`src/rtl/de1_rst_seq.sv`:
```
// de1_rst_seq: staged reset sequencer for the DE1 board, releasing PLL, system, SDRAM, then CPU resets.
// Optional KEY0 push-button resequencing is compiled in when DE1_RST_SEQ_KEY_EN is defined.
module de1_rst_seq #(
    parameter int unsigned SYNC_STAGES = 2,
    parameter int unsigned PLL_RST_CYC = 16,
    parameter int unsigned SETTLE_CYC  = 1024,
    parameter int unsigned SDRAM_CYC   = 5000,
    parameter int unsigned CPU_CYC     = 256,
    parameter int unsigned CNT_W       = 16
) (
    input  logic       CLOCK50,
    input  logic       RST,
    input  logic       PLL_LOCKED,
`ifdef DE1_RST_SEQ_KEY_EN
    input  logic       KEY0,
`endif
    output logic       PLL_RST,
    output logic       SYS_RST,
    output logic       SDRAM_RST,
    output logic       CPU_RST,
    output logic       READY,
    output logic [2:0] STATE
);

    localparam logic [2:0] S_PLL_RESET  = 3'd0;
    localparam logic [2:0] S_WAIT_LOCK  = 3'd1;
    localparam logic [2:0] S_SETTLE     = 3'd2;
    localparam logic [2:0] S_SDRAM_INIT = 3'd3;
    localparam logic [2:0] S_CPU_HOLD   = 3'd4;
    localparam logic [2:0] S_RUN        = 3'd5;

    localparam logic [CNT_W-1:0] LD_PLL    = CNT_W'(PLL_RST_CYC - 1);
    localparam logic [CNT_W-1:0] LD_SETTLE = CNT_W'(SETTLE_CYC - 1);
    localparam logic [CNT_W-1:0] LD_SDRAM  = CNT_W'(SDRAM_CYC - 1);
    localparam logic [CNT_W-1:0] LD_CPU    = CNT_W'(CPU_CYC - 1);

    logic [SYNC_STAGES-1:0] lock_sync;
    logic                   lock_s;
    logic                   key_fall;
    logic [2:0]             state;
    logic [2:0]             state_n;
    logic [CNT_W-1:0]       cnt;
    logic [CNT_W-1:0]       cnt_n;
    logic [4:0]             outs_n;

    always_ff @(posedge CLOCK50) begin
        if (RST) begin
            lock_sync <= '0;
        end else begin
            lock_sync <= {lock_sync[SYNC_STAGES-2:0], PLL_LOCKED};
        end
    end

    assign lock_s = lock_sync[SYNC_STAGES-1];

`ifdef DE1_RST_SEQ_KEY_EN
    localparam logic [15:0] DB_LAST = 16'd49999;

    logic [1:0]  key_sync;
    logic        key_db;
    logic [15:0] db_cnt;

    // Debounced level only flips after 50000 consecutive samples that differ from it.
    always_ff @(posedge CLOCK50) begin
        if (RST) begin
            key_sync <= '1;
            key_db   <= 1'b1;
            db_cnt   <= '0;
        end else begin
            key_sync <= {key_sync[0], KEY0};
            if (key_sync[1] == key_db) begin
                db_cnt <= '0;
            end else if (db_cnt == DB_LAST) begin
                key_db <= key_sync[1];
                db_cnt <= '0;
            end else begin
                db_cnt <= db_cnt + 16'd1;
            end
        end
    end

    assign key_fall = key_db && !key_sync[1] && (db_cnt == DB_LAST);
`else
    assign key_fall = 1'b0;
`endif

    always_comb begin
        state_n = state;
        cnt_n   = (cnt != '0) ? cnt - CNT_W'(1) : cnt;
        case (state)
            S_PLL_RESET: begin
                if (cnt == '0) state_n = S_WAIT_LOCK;
            end
            S_WAIT_LOCK: begin
                if (lock_s) begin
                    state_n = S_SETTLE;
                    cnt_n   = LD_SETTLE;
                end
            end
            S_SETTLE: begin
                if (!lock_s) begin
                    state_n = S_PLL_RESET;
                    cnt_n   = LD_PLL;
                end else if (cnt == '0) begin
                    state_n = S_SDRAM_INIT;
                    cnt_n   = LD_SDRAM;
                end
            end
            S_SDRAM_INIT: begin
                if (!lock_s) begin
                    state_n = S_PLL_RESET;
                    cnt_n   = LD_PLL;
                end else if (cnt == '0) begin
                    state_n = S_CPU_HOLD;
                    cnt_n   = LD_CPU;
                end
            end
            S_CPU_HOLD: begin
                if (!lock_s) begin
                    state_n = S_PLL_RESET;
                    cnt_n   = LD_PLL;
                end else if (cnt == '0) begin
                    state_n = S_RUN;
                end
            end
            S_RUN: begin
                if (!lock_s) begin
                    state_n = S_PLL_RESET;
                    cnt_n   = LD_PLL;
                end
            end
            default: begin
                state_n = S_PLL_RESET;
                cnt_n   = LD_PLL;
            end
        endcase
        if (key_fall) begin
            state_n = S_PLL_RESET;
            cnt_n   = LD_PLL;
        end
    end

    // Outputs are decoded from the next state so they register on the same edge as the state.
    always_comb begin
        outs_n = 5'b11110;
        case (state_n)
            S_WAIT_LOCK, S_SETTLE: outs_n = 5'b01110;
            S_SDRAM_INIT:          outs_n = 5'b00110;
            S_CPU_HOLD:            outs_n = 5'b00010;
            S_RUN:                 outs_n = 5'b00001;
            default:               outs_n = 5'b11110;
        endcase
    end

    always_ff @(posedge CLOCK50) begin
        if (RST) begin
            state     <= S_PLL_RESET;
            cnt       <= LD_PLL;
            PLL_RST   <= 1'b1;
            SYS_RST   <= 1'b1;
            SDRAM_RST <= 1'b1;
            CPU_RST   <= 1'b1;
            READY     <= 1'b0;
        end else begin
            state     <= state_n;
            cnt       <= cnt_n;
            PLL_RST   <= outs_n[4];
            SYS_RST   <= outs_n[3];
            SDRAM_RST <= outs_n[2];
            CPU_RST   <= outs_n[1];
            READY     <= outs_n[0];
        end
    end

    assign STATE = state;

endmodule

```
`config.mk`:
```
export PLATFORM = sky130hd
export DESIGN_NAME = de1_rst_seq
export DESIGN_NICKNAME = d
export VERILOG_FILES = /design/src/rtl/de1_rst_seq.sv
export SDC_FILE = /design/constraint.sdc
export NUM_CORES = 1
export LEC_CHECK = 0
export ABC_AREA = 1
export BUFFER_PORTS_ARGS = -buffer_cell sky130_fd_sc_hd__buf_2
export CAP_MARGIN = 20
export CORE_AREA = 5 5 62 64
export CTS_CLUSTER_DIAMETER = 120
export DETAILED_ROUTE_END_ITERATION = 10
export DIE_AREA = 0 0 67 69
export GPL_TIMING_DRIVEN = 0
export PLACE_DENSITY_LB_ADDON = 0.15
export SLEW_MARGIN = 10
export SYNTH_ARGS = -nofsm -noshare
export SYNTH_HDL_FRONTEND = slang
export SYNTH_SLANG_ARGS = --single-unit
export TNS_END_PERCENT = 100
```
`constraint.sdc`:
```
create_clock -name CLOCK50 -period 1.55 [get_ports CLOCK50]
set_input_delay 0.31 -clock CLOCK50 [delete_from_list [all_inputs] [get_ports CLOCK50]]
set_output_delay 0.31 -clock CLOCK50 [all_outputs]
set_load 0.05 [all_outputs]
```
==> results of run 1 <==
==> repair_timing <==
action,CTS,global route
pin swaps,4,20
endpoints found under the setup margin,20,19
gates cloned,0,0
gates resized for setup,15,46
buffers inserted,7,7
==> layout make-up <==
cell class              instances  area, sq um  share of cell area [%]
multi-input cells             185         1180                    56.3
inverters                      25         96.3                    4.59
plain buffers                   3         30.0                    1.43
well taps                      46         57.6                    2.74
clock buffers                   4         36.3                    1.73
flip-flops and latches         26          534                    25.5
repair buffers                 24          163                    7.76
==> tightest hold or removal path, stage by stage <==
cell and delay, ns:
buf_2 0.09, inv_1 0.04, nor2_1 0.03
==> metrics by stage <==
stage	hold slack, ns	area (sq um)	TNS, ns	std cells	util (%)
2_1_floorplan	0.386	1620	-0.0666	239	-
3_3_place_gp	0.390	1730	-1.04	295	53.5
3_5_place_dp	0.402	1730	-1.27	295	53.5
4_1_cts	0.156	1860	-0.00101	306	57.6
5_1_grt	0.150	2100	-0.393	313	64.9
6_report	0.166	2100	0	313	64.9
==> routing by layer <==
layer / global-route usage [%] / vias to the layer above
met4: 4.73 / 0
met2: 31.0 / 31
met1: 21.8 / 729
met5: 0 / -
met3: 2.11 / 7
li1: - / 820
==> placed cells by master, fill, tap and decap left out, types with 2 or more instances in the layout <==
master	synthesis	routed
inv_1	20	18
dfxtp_4	0	2
a21oi_1	10	6
buf_4	0	12
nor2_2	12	13
nand2_4	2	4
nand2_2	6	18
buf_2	0	10
a21oi_2	1	5
nand4_1	2	2
inv_2	3	4
nand2_1	56	41
clkbuf_4	0	3
nor2_4	4	10
nand3_1	22	16
xnor2_1	3	3
ha_4	0	2
o21ai_1	1	3
or2_2	2	2
buf_6	2	3
xor2_1	4	4
nand3_4	0	2
nor2_1	41	34
dfxtp_1	26	19
nand3_2	0	4
clkinv_1	2	2
dfxtp_2	0	5
nand3b_1	5	5
==> flip-flops by register name (all words and copies together), names as in the netlist <==
signal,flops
cnt,16
PLL_RST,1
STATE,3
CPU_RST,1
SYS_RST,1
READY,1
SDRAM_RST,1
lock_sync,2
==> worst paths after layout <==
| kind | from | end | slack, ns | cells past startpoint |
|---|---|---|---|---|
| setup / recovery | cnt[0] | SYS_RST | 0.007 | 12 |
| hold / removal | PLL_LOCKED | lock_sync[0] | 0.17 | 3 |
| setup reg to reg | cnt[0] | SYS_RST | 0.007 | 12 |
| hold reg to reg | lock_sync[0] | lock_sync[1] | 0.42 | 2 |
==> power by group through the flow <==
stage          clock, mW  sequential (mW)  combinational (mW)
3_3_place_gp           0            0.701              0.0661
5_1_grt            0.391            0.686               0.108
4_1_cts            0.363            0.686              0.0815
3_5_place_dp           0            0.701              0.0669
2_1_floorplan          0            0.699              0.0516
6_report           0.348            0.684              0.0959
==> kinds of logic (layout without fill, tap and decap cells) <==
kind of cell / count (synthesis) / count (layout) / share of synthesized area, %
buffers and inverters: 28 / 56 / 7.49
adders and majority gates: 2 / 2 / 1.56
AOI/OAI and AO/OA: 22 / 22 / 9.13
DFF: 26 / 26 / 32.4
and+or+nand+nor: 154 / 154 / 45.6
xor gates and xnor gates: 7 / 7 / 3.82
==> flow_summary_export.csv, run 1 <==
group,metric,value,unit
synth,syn_nets,244,
timing,post-route-period-util,99.6,%
drt,drt_iter0_markers,66,
clocking,cts_inserted_buffers,3,
clocking,cts_tree,"built",
setup_path,worst-path-buf-inv,4,
synth,synthTopCellsByArea,"dfxtp_1 (32%), nand2_1 (13%), nor2_1 (9.6%)",
global_routing,grt_pass1_vias,1477,
global_routing,gr-total-overflow,0,
power,power_frac_comb,8.5,%
setup_path,cp_cell_sequence,"inv_4 > ha_4 > buf_6 > nand2_8 > nor2_4 > nand2_2 > buf_8 > nand2_4 > a31oi_4 > nand2_1 > clkinv_1 > nand3_2",
drt,antenna_left,0,
drt,dr.pass1.iters,4,
layout,synthToLayoutAreaGrowth,30.7,%
placement,dp_slack,-0.299,ns
synth,ys_types,32,
timing,rsz0062_at_grt,"yes",
placement,gp_congestion,0.906,
synth,yosys_warnings,0,
setup_path,max_stage_delay,0.39,ns
synth,synth_most_common_cell,"nand2_1",
clocking,numClockSinks,26,
timing,fmax,648,MHz
setup_path,worstSetupPathType,"flop to flop",
power,total_power,1.13,mW
clocking,ctsHtreeMaxLevel,1,
drt,highest_layer,"met4",
floorplan,io_pins,11,
global_routing,grt_pass1_wl,6.48,mm
timing,period_minus_slack,1.54,ns
power,p_int,0.863,mW
setup_path,cp-start-kind,"flop",
job,drv_cap,0,
drt,drt-met1-wl,1.73,mm
synth,seq_area_frac_synth,32.4,%
synth,synth-edff-count,0,
timing,finClkSkew,0.00460,ns
drt,wl_per_cell,12.8,um
timing,worst_slew_pin_slew,0.548,ns
global_routing,antenna_found_initial,0,
layout,fill_cells,316,
power,p_switching,0.265,mW
synth,syn_avg_cell_area,6.71,sq um
synth,async_reset_ff_share,0,%
clocking,path_clk_slew,0.14,ns
timing,setup_violations,0,
power,p_seq_share,60.6,%
synth,yosys.area.top_type,"dfxtp_1",
synth,ys_ff_latch,26,
floorplan,core,0.00323,sq mm
clocking,clockRootBuffer,"clkbuf_4",
timing,layout_setup_ws,0.00681,ns
timing,slew_headroom,63.5,%
synth,netlist_top_cells_count,"nand2_1 (56), nor2_1 (41), dfxtp_1 (26)",
drt,wl_met2,2.07,mm
drt,drc,0,
setup_path,worstPathArrival,1.78,ns
clocking,cts_hold_buf,0,
outcome,status,"finished clean",
power,irDropWorstVdd,0.351,mV
floorplan,die_w,67,um
power,clockPowerShare,30.9,%
drt,detail_route.vias_per_cell,5.07,
floorplan,die_y,69,um
floorplan,fp.dieArea,0.00462,sq mm
setup_path,cp-end-kind,"flop",
setup_path,crit_family,"flip-flops",
drt,via_count,1587,
global_routing,grt.total_usage,17.5,%
global_routing,grt_max_degree,15,
setup_path,slowest_stage,"dfxtp_2",
clocking,clockBufferDepth,2,
worst_hold_path,hold_path.class,"primary input to flop",
timing,hold_violations,0,
synth,synth_area,0.00160,sq mm
synth,netlist.area_leader.share,32.4,%
floorplan,start_util,49.6,%
floorplan,num_rows,21,
power,sw_frac_of_total,23.5,%
drt,dr_wl_met3,126,um
setup_path,crit_fanout,8,
layout,n_antenna_cell,0,
placement,dp_hpwl,2.88,mm
power,leakagePower,0.902,nW
timing,drv_slew,0,
placement,port_buffers,10,
drt,routed_wl,3.99,mm
power,power_density,538,mW/mm^2
synth,synth_cells,239,
layout,drive_above_1_share,40.4,%
clocking,clkLatencyLatePin,0.32,ns
synth,synth_top_flop_cell,"dfxtp_1",
layout,nNetsFinal,273,
setup_path,worstPathRequired,1.79,ns
(Power assumes the default switching activity.)
==> run 2: changes to the inputs <==
- MAX_ROUTING_LAYER: not set -> met4
- SLEW_MARGIN: 10 -> not set
==> flow_summary_export.csv, run 2 (synthesis gave the netlist of run 1 again) <==
group,metric,value,unit
outcome,status,"finished clean",
clocking,path_clk_slew,0.16,ns
floorplan,die_y,69,um
timing,drv_slew,0,
floorplan,io_pins,11,
setup_path,worstSetupPathType,"flop to flop",
drt,routed_wl,4.07,mm
drt,drt_iter0_markers,77,
floorplan,start_util,49.6,%
global_routing,grt_pass1_vias,1456,
layout,regMostFlops,"cnt",
layout,n_antenna_cell,0,
floorplan,fp.dieArea,0.00462,sq mm
clocking,clockRootBuffer,"clkbuf_4",
setup_path,cp-end-kind,"flop",
drt,detail_route.vias_per_cell,5.07,
timing,finClkSkew,0.00424,ns
setup_path,reg2reg_depth,8,
timing,layout_setup_ws,0.0408,ns
layout,largest_register_ffs,16,
layout,final_common_cell,"nand2_1",
clocking,clkLatencyLatePin,0.35,ns
power,irDropWorstVdd,0.495,mV
placement,port_buffers,10,
job,drv_cap,0,
layout,synthToLayoutAreaGrowth,27.8,%
worst_hold_path,min_path_cells,3,
floorplan,num_rows,21,
placement,gp_congestion,0.927,
layout,layout_common_cells,"nand2_1 (49), nor2_1 (34), inv_1 (18), nand3_1 (18), dfxtp_1 (15)",
timing,post-route-period-util,97.4,%
worst_hold_path,hold_path.class,"primary input to flop",
timing,fin_hold_ws,0.141,ns
setup_path,crit_fanout,4,
timing,setup_violations,0,
layout,regArea,537,sq um
clocking,numClockSinks,26,
timing,hold_violations,0,
global_routing,gr-total-overflow,0,
layout,nNetsFinal,269,
timing,period_minus_slack,1.51,ns
timing,slew_headroom,67.4,%
drt,drc,0,
drt,dr.pass1.iters,4,
global_routing,grt_pass1_wl,6.56,mm
floorplan,die_w,67,um
global_routing,antenna_found_initial,0,
clocking,ctsHtreeMaxLevel,1,
timing,worst_slew_pin_slew,0.489,ns
power,power_density,621,mW/mm^2
setup_path,worstPathArrival,1.76,ns
timing,fmax,663,MHz
drt,wl_per_cell,13.2,um
timing,rsz0062_at_grt,"yes",
drt,via_count,1568,
drt,antenna_left,0,
clocking,cts_tree,"built",
layout,drive_above_1_share,35.7,%
clocking,cts_inserted_buffers,3,
setup_path,cp-start-kind,"flop",
clocking,clockBufferDepth,2,
global_routing,grt.total_usage,18.6,%
placement,dp_slack,-0.291,ns
layout,fill_cells,293,
layout,multi_input_area,0.00112,sq mm
clocking,cts_hold_buf,0,
power,leakagePower,0.927,nW
placement,dp_hpwl,2.86,mm
floorplan,core,0.00323,sq mm
global_routing,grt_max_degree,16,
setup_path,worstPathRequired,1.80,ns
run 2: cell types whose count changed in the layout (fill, tap and decap cells not counted), moves of 2 or more:
cell     before  now
a21oi_1       6    9
a21oi_2       5    2
buf_4        12    7
dfxtp_1      19   15
dfxtp_2       5   10
nand2_1      41   49
nand2_2      18   10
nand3_1      16   18
nand3_4       2    0
nor2_2       13    9
nor2_4       10   14
run 2: report_power, final:
part	switching, mW	total [mW]	internal [mW]
logic	0.0479	0.0903	0.0424
clock network	0.235	0.497	0.262
registers	0.00861	0.686	0.677
total	0.291	1.27	0.982
run 2: routing by layer:
layer  track usage [%]  routed length, um  up-vias
met1              23.5               1840      726
met5                 -                  0        -
met2              29.8               2000       22
met4              6.76                129        0
li1                  -                  -      807
met3              2.60                109       13
run 2: through the flow:
stage / std cells / power (mW) / TNS (ns) / instance area [sq um] / util (%)
3_3_place_gp: 295 / 0.767 / -1.07 / 1730 / 53.5
2_1_floorplan: 239 / 0.750 / -0.0666 / 1620 / -
4_1_cts: 304 / 1.27 / 0 / 1900 / 58.7
6_report: 309 / 1.27 / 0 / 2050 / 63.5
5_1_grt: 309 / 1.32 / -0.226 / 2050 / 63.5
3_5_place_dp: 295 / 0.768 / -0.954 / 1730 / 53.5
run 2: layout make-up:
| type | instances | share of cell area (%) |
|---|---|---|
| multi-input cells | 185 | 54.7 |
| well taps | 46 | 2.81 |
| repair buffers | 20 | 7.69 |
| inverters | 25 | 4.58 |
| plain buffers | 3 | 1.46 |
| clock buffers | 3 | 1.10 |
| flip-flops and latches | 26 | 26.2 |
| clock inverters | 1 | 1.46 |
run 2: critical path, stage by stage (launching register included):
cell	delay, ns
dfxtp_2	0.36
inv_2	0.07
ha_4	0.14
nand3_2	0.09
nor2_4	0.17
nand2_4	0.08
ha_1	0.28
o21ai_1	0.12
o211ai_1	0.09
run 2: path summary, 6_finish.rpt:
check	from	to	slack (ns)
setup reg to reg	cnt[0]	cnt[0]	0.04
hold reg to reg	lock_sync[0]	lock_sync[1]	0.42
setup / recovery	cnt[0]	cnt[0]	0.04
hold / removal	PLL_LOCKED	lock_sync[0]	0.14
run 2: repair_timing:
action,4_1_cts,5_1_grt
setup endpoints to repair,18,20
setup buffers,4,5
gates resized for setup,20,30
gates cloned,1,0
pin swaps,6,10
